### config.mk
export PLATFORM = sky130hd
export DESIGN_NAME = uart_rx_flat
export DESIGN_NICKNAME = d
export VERILOG_FILES = /design/src/rtl/uart_rx_if.sv /design/src/rtl/uart_rx.sv /design/src/flat_wrapper.sv
export SDC_FILE = /design/constraint.sdc
export NUM_CORES = 1
export LEC_CHECK = 0
export BUFFER_PORTS_ARGS = -buffer_cell sky130_fd_sc_hd__buf_2
export CORE_ASPECT_RATIO = 1.25
export CORE_MARGIN = 8
export CORE_UTILIZATION = 59
export DETAILED_ROUTE_END_ITERATION = 10
export GPL_TIMING_DRIVEN = 0
export PLACE_DENSITY_LB_ADDON = 0.05
export SLEW_MARGIN = 20
export SYNTH_ARGS = -nofsm -noshare
export SYNTH_HDL_FRONTEND = slang
export SYNTH_SLANG_ARGS = --single-unit
### constraint.sdc
create_clock -name clk -period 3.66 [get_ports clk]
set_clock_uncertainty 0.05 [all_clocks]
set_input_delay 0.183 -clock clk [delete_from_list [all_inputs] [get_ports clk]]
set_output_delay 0.183 -clock clk [all_outputs]
set_load 0.005 [all_outputs]
### src/rtl/uart_rx_if.sv
// Receive-side byte handshake between uart_rx and its consumer.
// The master drives the held byte and status flags; the slave drives ready.
interface uart_rx_if;
    logic [7:0] rx_data;
    logic       rx_frame_err;
    logic       rx_valid;
    logic       rx_ready;
    logic       rx_overrun;

    modport master (
        output rx_data,
        output rx_frame_err,
        output rx_valid,
        output rx_overrun,
        input  rx_ready
    );

    modport slave (
        input  rx_data,
        input  rx_frame_err,
        input  rx_valid,
        input  rx_overrun,
        output rx_ready
    );
endinterface

### src/rtl/uart_rx.sv
// 8N1 UART receiver with a programmable bit period and a one-entry holding register.
// A held-low line after a framing error is parked in a break state until it returns high.
module uart_rx #(
    parameter int unsigned DIV_W = 16
) (
    input  logic             clk,
    input  logic             reset_in,
    input  logic             rxd,
    input  logic [DIV_W-1:0] clkdiv,
    output logic             busy,
    uart_rx_if.master        rx
);

    localparam logic [2:0] StIdle  = 3'd0;
    localparam logic [2:0] StStart = 3'd1;
    localparam logic [2:0] StData  = 3'd2;
    localparam logic [2:0] StStop  = 3'd3;
    localparam logic [2:0] StBreak = 3'd4;

    logic [1:0]       sync_q;
    logic             rxs;
    logic [2:0]       state_q, state_d;
    logic [DIV_W-1:0] cnt_q, cnt_d;
    logic [DIV_W-1:0] div_q, div_d;
    logic [2:0]       idx_q, idx_d;
    logic [7:0]       shreg_q, shreg_d;
    logic [7:0]       data_q, data_d;
    logic             ferr_q, ferr_d;
    logic             valid_q, valid_d;
    logic             ovr_q, ovr_d;
    logic             sample;
    logic             frame_done;
    logic             frame_ferr;
    logic             accept;

    assign rxs    = sync_q[1];
    assign sample = (cnt_q == '0);
    assign accept = valid_q && rx.rx_ready;

    always_comb begin
        state_d    = state_q;
        cnt_d      = cnt_q;
        div_d      = div_q;
        idx_d      = idx_q;
        shreg_d    = shreg_q;
        frame_done = 1'b0;
        frame_ferr = 1'b0;

        if (state_q != StIdle) begin
            cnt_d = sample ? (div_q - DIV_W'(1)) : (cnt_q - DIV_W'(1));
        end

        case (state_q)
            StIdle: begin
                if (!rxs) begin
                    // Half-period preload puts every later sample mid-bit.
                    div_d   = clkdiv;
                    cnt_d   = (clkdiv >> 1) - DIV_W'(1);
                    state_d = StStart;
                end
            end
            StStart: begin
                if (sample) begin
                    if (!rxs) begin
                        state_d = StData;
                        idx_d   = 3'd0;
                    end else begin
                        state_d = StIdle;
                    end
                end
            end
            StData: begin
                if (sample) begin
                    shreg_d = {rxs, shreg_q[7:1]};
                    idx_d   = idx_q + 3'd1;
                    if (idx_q == 3'd7) begin
                        state_d = StStop;
                    end
                end
            end
            StStop: begin
                if (sample) begin
                    frame_done = 1'b1;
                    frame_ferr = !rxs;
                    state_d    = rxs ? StIdle : StBreak;
                end
            end
            StBreak: begin
                if (rxs) begin
                    state_d = StIdle;
                end
            end
            default: state_d = StIdle;
        endcase
    end

    always_comb begin
        data_d  = data_q;
        ferr_d  = ferr_q;
        valid_d = valid_q;
        ovr_d   = ovr_q;

        if (frame_done) begin
            if (!valid_q || accept) begin
                data_d  = shreg_q;
                ferr_d  = frame_ferr;
                valid_d = 1'b1;
                if (accept) begin
                    ovr_d = 1'b0;
                end
            end else begin
                ovr_d = 1'b1;
            end
        end else if (accept) begin
            valid_d = 1'b0;
            ovr_d   = 1'b0;
        end
    end

    always_ff @(posedge clk) begin
        if (!reset_in) begin
            sync_q  <= 2'b11;
            state_q <= StIdle;
            cnt_q   <= '0;
            div_q   <= '0;
            idx_q   <= 3'd0;
            shreg_q <= 8'h00;
            data_q  <= 8'h00;
            ferr_q  <= 1'b0;
            valid_q <= 1'b0;
            ovr_q   <= 1'b0;
        end else begin
            sync_q  <= {sync_q[0], rxd};
            state_q <= state_d;
            cnt_q   <= cnt_d;
            div_q   <= div_d;
            idx_q   <= idx_d;
            shreg_q <= shreg_d;
            data_q  <= data_d;
            ferr_q  <= ferr_d;
            valid_q <= valid_d;
            ovr_q   <= ovr_d;
        end
    end

    assign rx.rx_data      = data_q;
    assign rx.rx_frame_err = ferr_q;
    assign rx.rx_valid     = valid_q;
    assign rx.rx_overrun   = ovr_q;
    assign busy            = (state_q != StIdle);

endmodule

### src/flat_wrapper.sv
// flat-port wrapper written by rule: the top's interface ports become plain ports
module uart_rx_flat 
#(
    parameter int unsigned DIV_W = 16
)
  (clk, reset_in, rxd, clkdiv, busy, rx_rx_data, rx_rx_frame_err, rx_rx_valid, rx_rx_overrun, rx_rx_ready);
  uart_rx_if rx_i ();
  input  logic clk;
  input  logic reset_in;
  input  logic rxd;
  input  logic [DIV_W-1:0] clkdiv;
  output logic busy;
  output wire logic [$bits(rx_i.rx_data)-1:0] rx_rx_data;
  output wire logic [$bits(rx_i.rx_frame_err)-1:0] rx_rx_frame_err;
  output wire logic [$bits(rx_i.rx_valid)-1:0] rx_rx_valid;
  output wire logic [$bits(rx_i.rx_overrun)-1:0] rx_rx_overrun;
  input wire logic [$bits(rx_i.rx_ready)-1:0] rx_rx_ready;
  assign rx_rx_data = rx_i.rx_data;
  assign rx_rx_frame_err = rx_i.rx_frame_err;
  assign rx_rx_valid = rx_i.rx_valid;
  assign rx_rx_overrun = rx_i.rx_overrun;
  assign rx_i.rx_ready = rx_rx_ready;
  uart_rx #(.DIV_W(DIV_W)) u_core (.clk(clk), .reset_in(reset_in), .rxd(rxd), .clkdiv(clkdiv), .busy(busy), .rx(rx_i));
endmodule
# After elaboration in Yosys (flattened, before gate mapping)
# Cells that the tools add are included.
# W data, S select, Z words.
# classes
bitwise	1
n_mux	27
add_sub_neg	4
n_eq_ne	13
reduce_logical	15
# ops
operator	n
$mux W16	4
$sub A16 B1 Y16 const B	2
$mux W3	10
$logic_not A16 Y1	1
$sub A15 B1 Y16 const B	1
$pmux W3 S5	1
$mux W1	10
$ne A2 B1 Y1 const B	5
$reduce_and A2 Y1	4
$eq A3 B2 Y1 const B	2
$eq A3 B3 Y1 const B	2
$ne A2 B2 Y1 const B	3
$pmux W3 S2	1
$reduce_and A6 Y1	1
$reduce_and A4 Y1	1
$reduce_bool A2 Y1	2
$add A3 B1 Y3 const B	1
$eq A3 B1 Y1 const B	1
$logic_not A3 Y1	1
$reduce_bool A3 Y1	1
$logic_not A1 Y1	2
$mux W2	1
$logic_and A1 B1 Y1	1
$logic_or A1 B1 Y1	1
$not A1 Y1	1
# word_totals
input_bits	20
output_inout_bits	12
regBits	59
wordCells	70

# Depth between registers and ports, before layout
# depth
depth_word	5
ltp_mapped	13
ltp_nobuf	11

# Least setup slack after synthesis
# OpenSTA, ideal clock, no wires.
# synth_timing
kind	register -> register
from	reg u_core.cnt_q[5]
to	reg u_core.cnt_q[6]
path_stages_with_launch	13
n_path_buf	2
setup_ns	0.077
synth_period_minus_slack_ns	2.871
arrival_time_ns	2.744
t_required_ns	3.533
path_slack_ns	0.789
cell_sequence	dfxtp_1 > nor3_2 > and2_0 > clkbuf_1 > and2_4 > buf_2 > a21oi_1 > ha_1 > nor4b_1 > nand2b_1 > or3_1 > and4_1 > o22ai_1
# synth_between
elab_chain_cells	5
word_cells_on_any_way	6
cone_classes	add/sub (1); mux (4); reduce/logical (1)
# synth_rtl
element	line	rtl
start, declared	uart_rx.sv:23	logic [DIV_W-1:0] cnt_q, cnt_d;
start signal, assigned	uart_rx.sv:135	cnt_q <= cnt_d;
$sub A16 B1 Y16 or $logic_not A16 Y1 (tied branches)	uart_rx.sv:50, uart_rx.sv:37	
$mux W16 *	uart_rx.sv:50	cnt_d = sample ? (div_q - DIV_W'(1)) : (cnt_q - DIV_W'(1));
$mux W16 *	uart_rx.sv:49	if (state_q != StIdle) begin
$mux W16	uart_rx.sv:55	if (!rxs) begin
$mux W16 *	uart_rx.sv:53	case (state_q)
# Every way passes the cells marked *; elsewhere a longest branch is shown, timed or not.
# A chain may end at the register's enable or synchronous reset.

# Worst setup path after layout
# layout_timing
from	reg u_core.cnt_q[3]
to	reg u_core.cnt_q[6]
# Same word-level chain as after synthesis.

==> flow_metrics.tcl <==
set metrics [dict create \
    r2r_cells 13 \
    finalNetCount 465 \
    grt_overflow 0 \
    reg2reg_slack_ns 0.41 \
    required_ns 3.83 \
    synth_area_per_cell_um2 8.00 \
    min_path_type "input pin to flop" \
    pin_count 32 \
    max_stage_delay_ns 0.60 \
    final-max-slew-violation-count 0 \
    ant_nets 0 \
    r2r_end "u_core.cnt_q[6]$_SDFF_PN0_" \
    hold_viol_final 0 \
    initial_core_util_pct 59.9 \
    crit_chain "or4_4, nor4_4, buf_4, and2_4, buf_2, a21oi_1, ha_1, nor4b_2, nand2b_1, nor4_1, a21oi_1, and4_1, o22ai_1" \
    n_fill_cell 448 \
    clock-root-buffer "clkbuf_8" \
    clk_latency_ns 0.35 \
    grt_setup_unrepaired "no" \
    netlist_top_cells_count "nand2_1, dfxtp_1, a21boi_0, a21oi_1, nor2_1" \
    post-route-util_pct 69.2 \
    critical_path.startpoint_type "flop" \
    place_congestion 0.887 \
    num_vias 3101 \
    ir_drop_mv 0.298 \
    crit_top_cell "a21oi_1" \
    syn_area_mm2 0.00319 \
    htreeDepth 3 \
    cts-buffers-inserted 9 \
    worst_slew_pin_slew_ns 0.919 \
    port_buffers 30 \
    drive_above_1_share_pct 14.1 \
    grt_start_max_net_pins 12 \
    synth_fp_nets 423 \
    crit_end "u_core.cnt_q[6]$_SDFF_PN0_" \
    grt_pass1_vias 2956 \
    p_total_mw 1.83 \
    synth.top_cell.area_share_pct 37.0 \
    fin_crit_sh_pct 88.9 \
    r2r_start "u_core.cnt_q[3]$_SDFF_PN0_" \
    cts.sinks 59 \
    drc 0 \
    path_buf_inv 2 \
    cp_top_family "simple AND/OR/NAND/NOR gates" \
    setup_viol 0 \
    crit_slowest_cell "or4_4" \
    antenna_found_initial 0 \
    grt_pass1_wl_um 13800 \
    cts_setup_buffers 0 \
    synthCells 399 \
    worstSetupPathType "flop to flop" \
    cts_tree "built" \
    min_period_ns 3.25 \
    totalWireLength_um 8400 \
    drt_first_pass_iters 5 \
    synthArstFlopShare_pct 0 \
    critical_path_depth 13 \
    wl_met2_um 4150 \
    route.detailed.vias_per_inst 6.08 \
    cp_max_fo 10 \
    wl_per_cell_um 16.5 \
    synthFlopType "dfxtp_1" \
    wl_met1_um 3500 \
    cp.arrival_ns 3.43 \
    die_w_um 81.8 \
    dr_wl_met3_um 479 \
    grt_use_total_pct 21.8 \
    layout-area-overhead-vs-synth_pct 15.6 \
    tns_ns 0 \
    dr.max_layer_used "met4" \
    ys_types 52 \
    yosys-top-cells-area "dfxtp_1, nand2_1, a21boi_0" \
    worstSetupStartpoint "u_core.cnt_q[3]$_SDFF_PN0_" \
    core_area_mm2 0.00533 \
    fmax_mhz 307 \
    dr.first_iter.drc_count 264 \
    yosysTopAreaCell "dfxtp_1" \
    synth_most_common_cell "nand2_1" \
    dieArea_mm2 0.00803 \
    crit_path_end_kind "flop" \
    max-cap-violations 0 \
    status "completed" \
    cts.path.max_buffers 2 \
    die_h_um 98.2 \
    seq_area_frac_synth_pct 37.0 \
    rows 30 \
    synth-seq-cells 59 \
    synth_edf_count 0 \
    power_density_mw_per_mm2 495 \
    slew_headroom_pct 37.9 \
    ys_warn_count 0 \
    leakage_nw 1.44 \
    num_antenna_cells 0 \
    hpwl_um 6070 \
    clk_pin_slew_ns 0.08 \
]
==> power by group <==
part | internal, mW | switching (mW) | total [mW]
Sequential | 0.667 | 0.0337 | 0.700
Combinational | 0.153 | 0.222 | 0.374
Clock | 0.472 | 0.281 | 0.752
==> registers in the layout, summed over array words and instances, names as in the netlist <==
register                flops
u_core.shreg_q              8
u_core.rx.rx_frame_err      1
u_core.state_q              3
u_core.div_q               16
u_core.rx.rx_overrun        1
u_core.rx.rx_valid          1
u_core.sync_q               2
u_core.rx.rx_data           8
u_core.idx_q                3
u_core.cnt_q               16
==> area by class of cell <==
class                           instances  area, um^2  area share, %
Inverter                                7        26.3          0.712
Tap cell                               64        80.1           2.17
Clock buffer                           10         138           3.73
Sequential cell                        59        1180           32.0
Clock inverter                          6         113           3.05
Timing Repair Buffer                   31         160           4.34
Buffer                                 19        82.6           2.24
Multi-Input combinational cell        314        1910           51.7
==> kinds of logic after synthesis <==
family          synth area share (%)
compound gates                  22.0
xor+xnor                        5.49
fa+ha+maj                       1.57
buf+inv                         3.41
flops                           37.0
mux                             2.51
simple gates                    28.0
==> layout by cell type (no fill, tap or decap), drive strengths merged, types with 5 or more instances in the layout <==
| cell type | n |
|---|---|
| nand2 | 91 |
| clkbuf | 24 |
| or4 | 5 |
| nor4 | 8 |
| xor2 | 8 |
| nand3 | 7 |
| nand2b | 7 |
| a21oi | 24 |
| mux2i | 8 |
| a31oi | 9 |
| dfxtp | 59 |
| buf | 35 |
| a21boi | 32 |
| o22ai | 5 |
| inv | 7 |
| xnor2 | 12 |
| nor2 | 22 |
| or3 | 7 |
| o21ai | 8 |
| nor3 | 10 |
==> how the worst min path moves through the flow <==
stage                start                               to  slack (ns)  cells past startpoint
4_1_cts          clkdiv[0]     u_core.div_q[0]$_SDFFE_PN0P_        0.03                      3
3_3_place_gp           rxd      u_core.sync_q[0]$_SDFF_PN1_        0.32                      2
6_report         clkdiv[0]     u_core.div_q[0]$_SDFFE_PN0P_        0.04                      3
5_1_grt        rx_rx_ready  u_core.rx.rx_overrun$_SDFF_PN0_        0.07                      4
3_5_place_dp           rxd      u_core.sync_q[0]$_SDFF_PN1_        0.32                      2
2_1_floorplan          rxd      u_core.sync_q[0]$_SDFF_PN1_        0.23                      1
==> layer usage <==
layer	track usage, %	vias up
li1	-	1507
met1	26.0	1436
met2	34.7	125
met3	5.61	33
met4	10.7	0
met5	0	-
==> worst min-delay path: cells and delay by family <==
| family | cells | cell delay [ns] |
|---|---|---|
| simple gates | 1 | 0.05 |
| buf+inv | 1 | 0.10 |
| compound gates | 1 | 0.06 |
==> metrics by stage <==
| stage | setup WS (ns) | hold slack [ns] | std cells | cell area (um^2) |
|---|---|---|---|---|
| 2_1_floorplan | 0.789 | 0.234 | 399 | 3190 |
| 3_3_place_gp | 0.239 | 0.316 | 493 | 3420 |
| 3_5_place_dp | 0.223 | 0.317 | 493 | 3420 |
| 4_1_cts | 0.197 | 0.0317 | 510 | 3680 |
| 5_1_grt | 0.0619 | 0.0678 | 510 | 3690 |
| 6_report | 0.407 | 0.0425 | 510 | 3690 |
==> timing repair <==
item / in CTS / in global routing
resized for setup: 0 / 1
hold buffers: 1 / 0
endpoints found under the hold margin: 1 / 0
endpoints found under the setup margin: 0 / 5
Power figures use the tool's default switching activity.
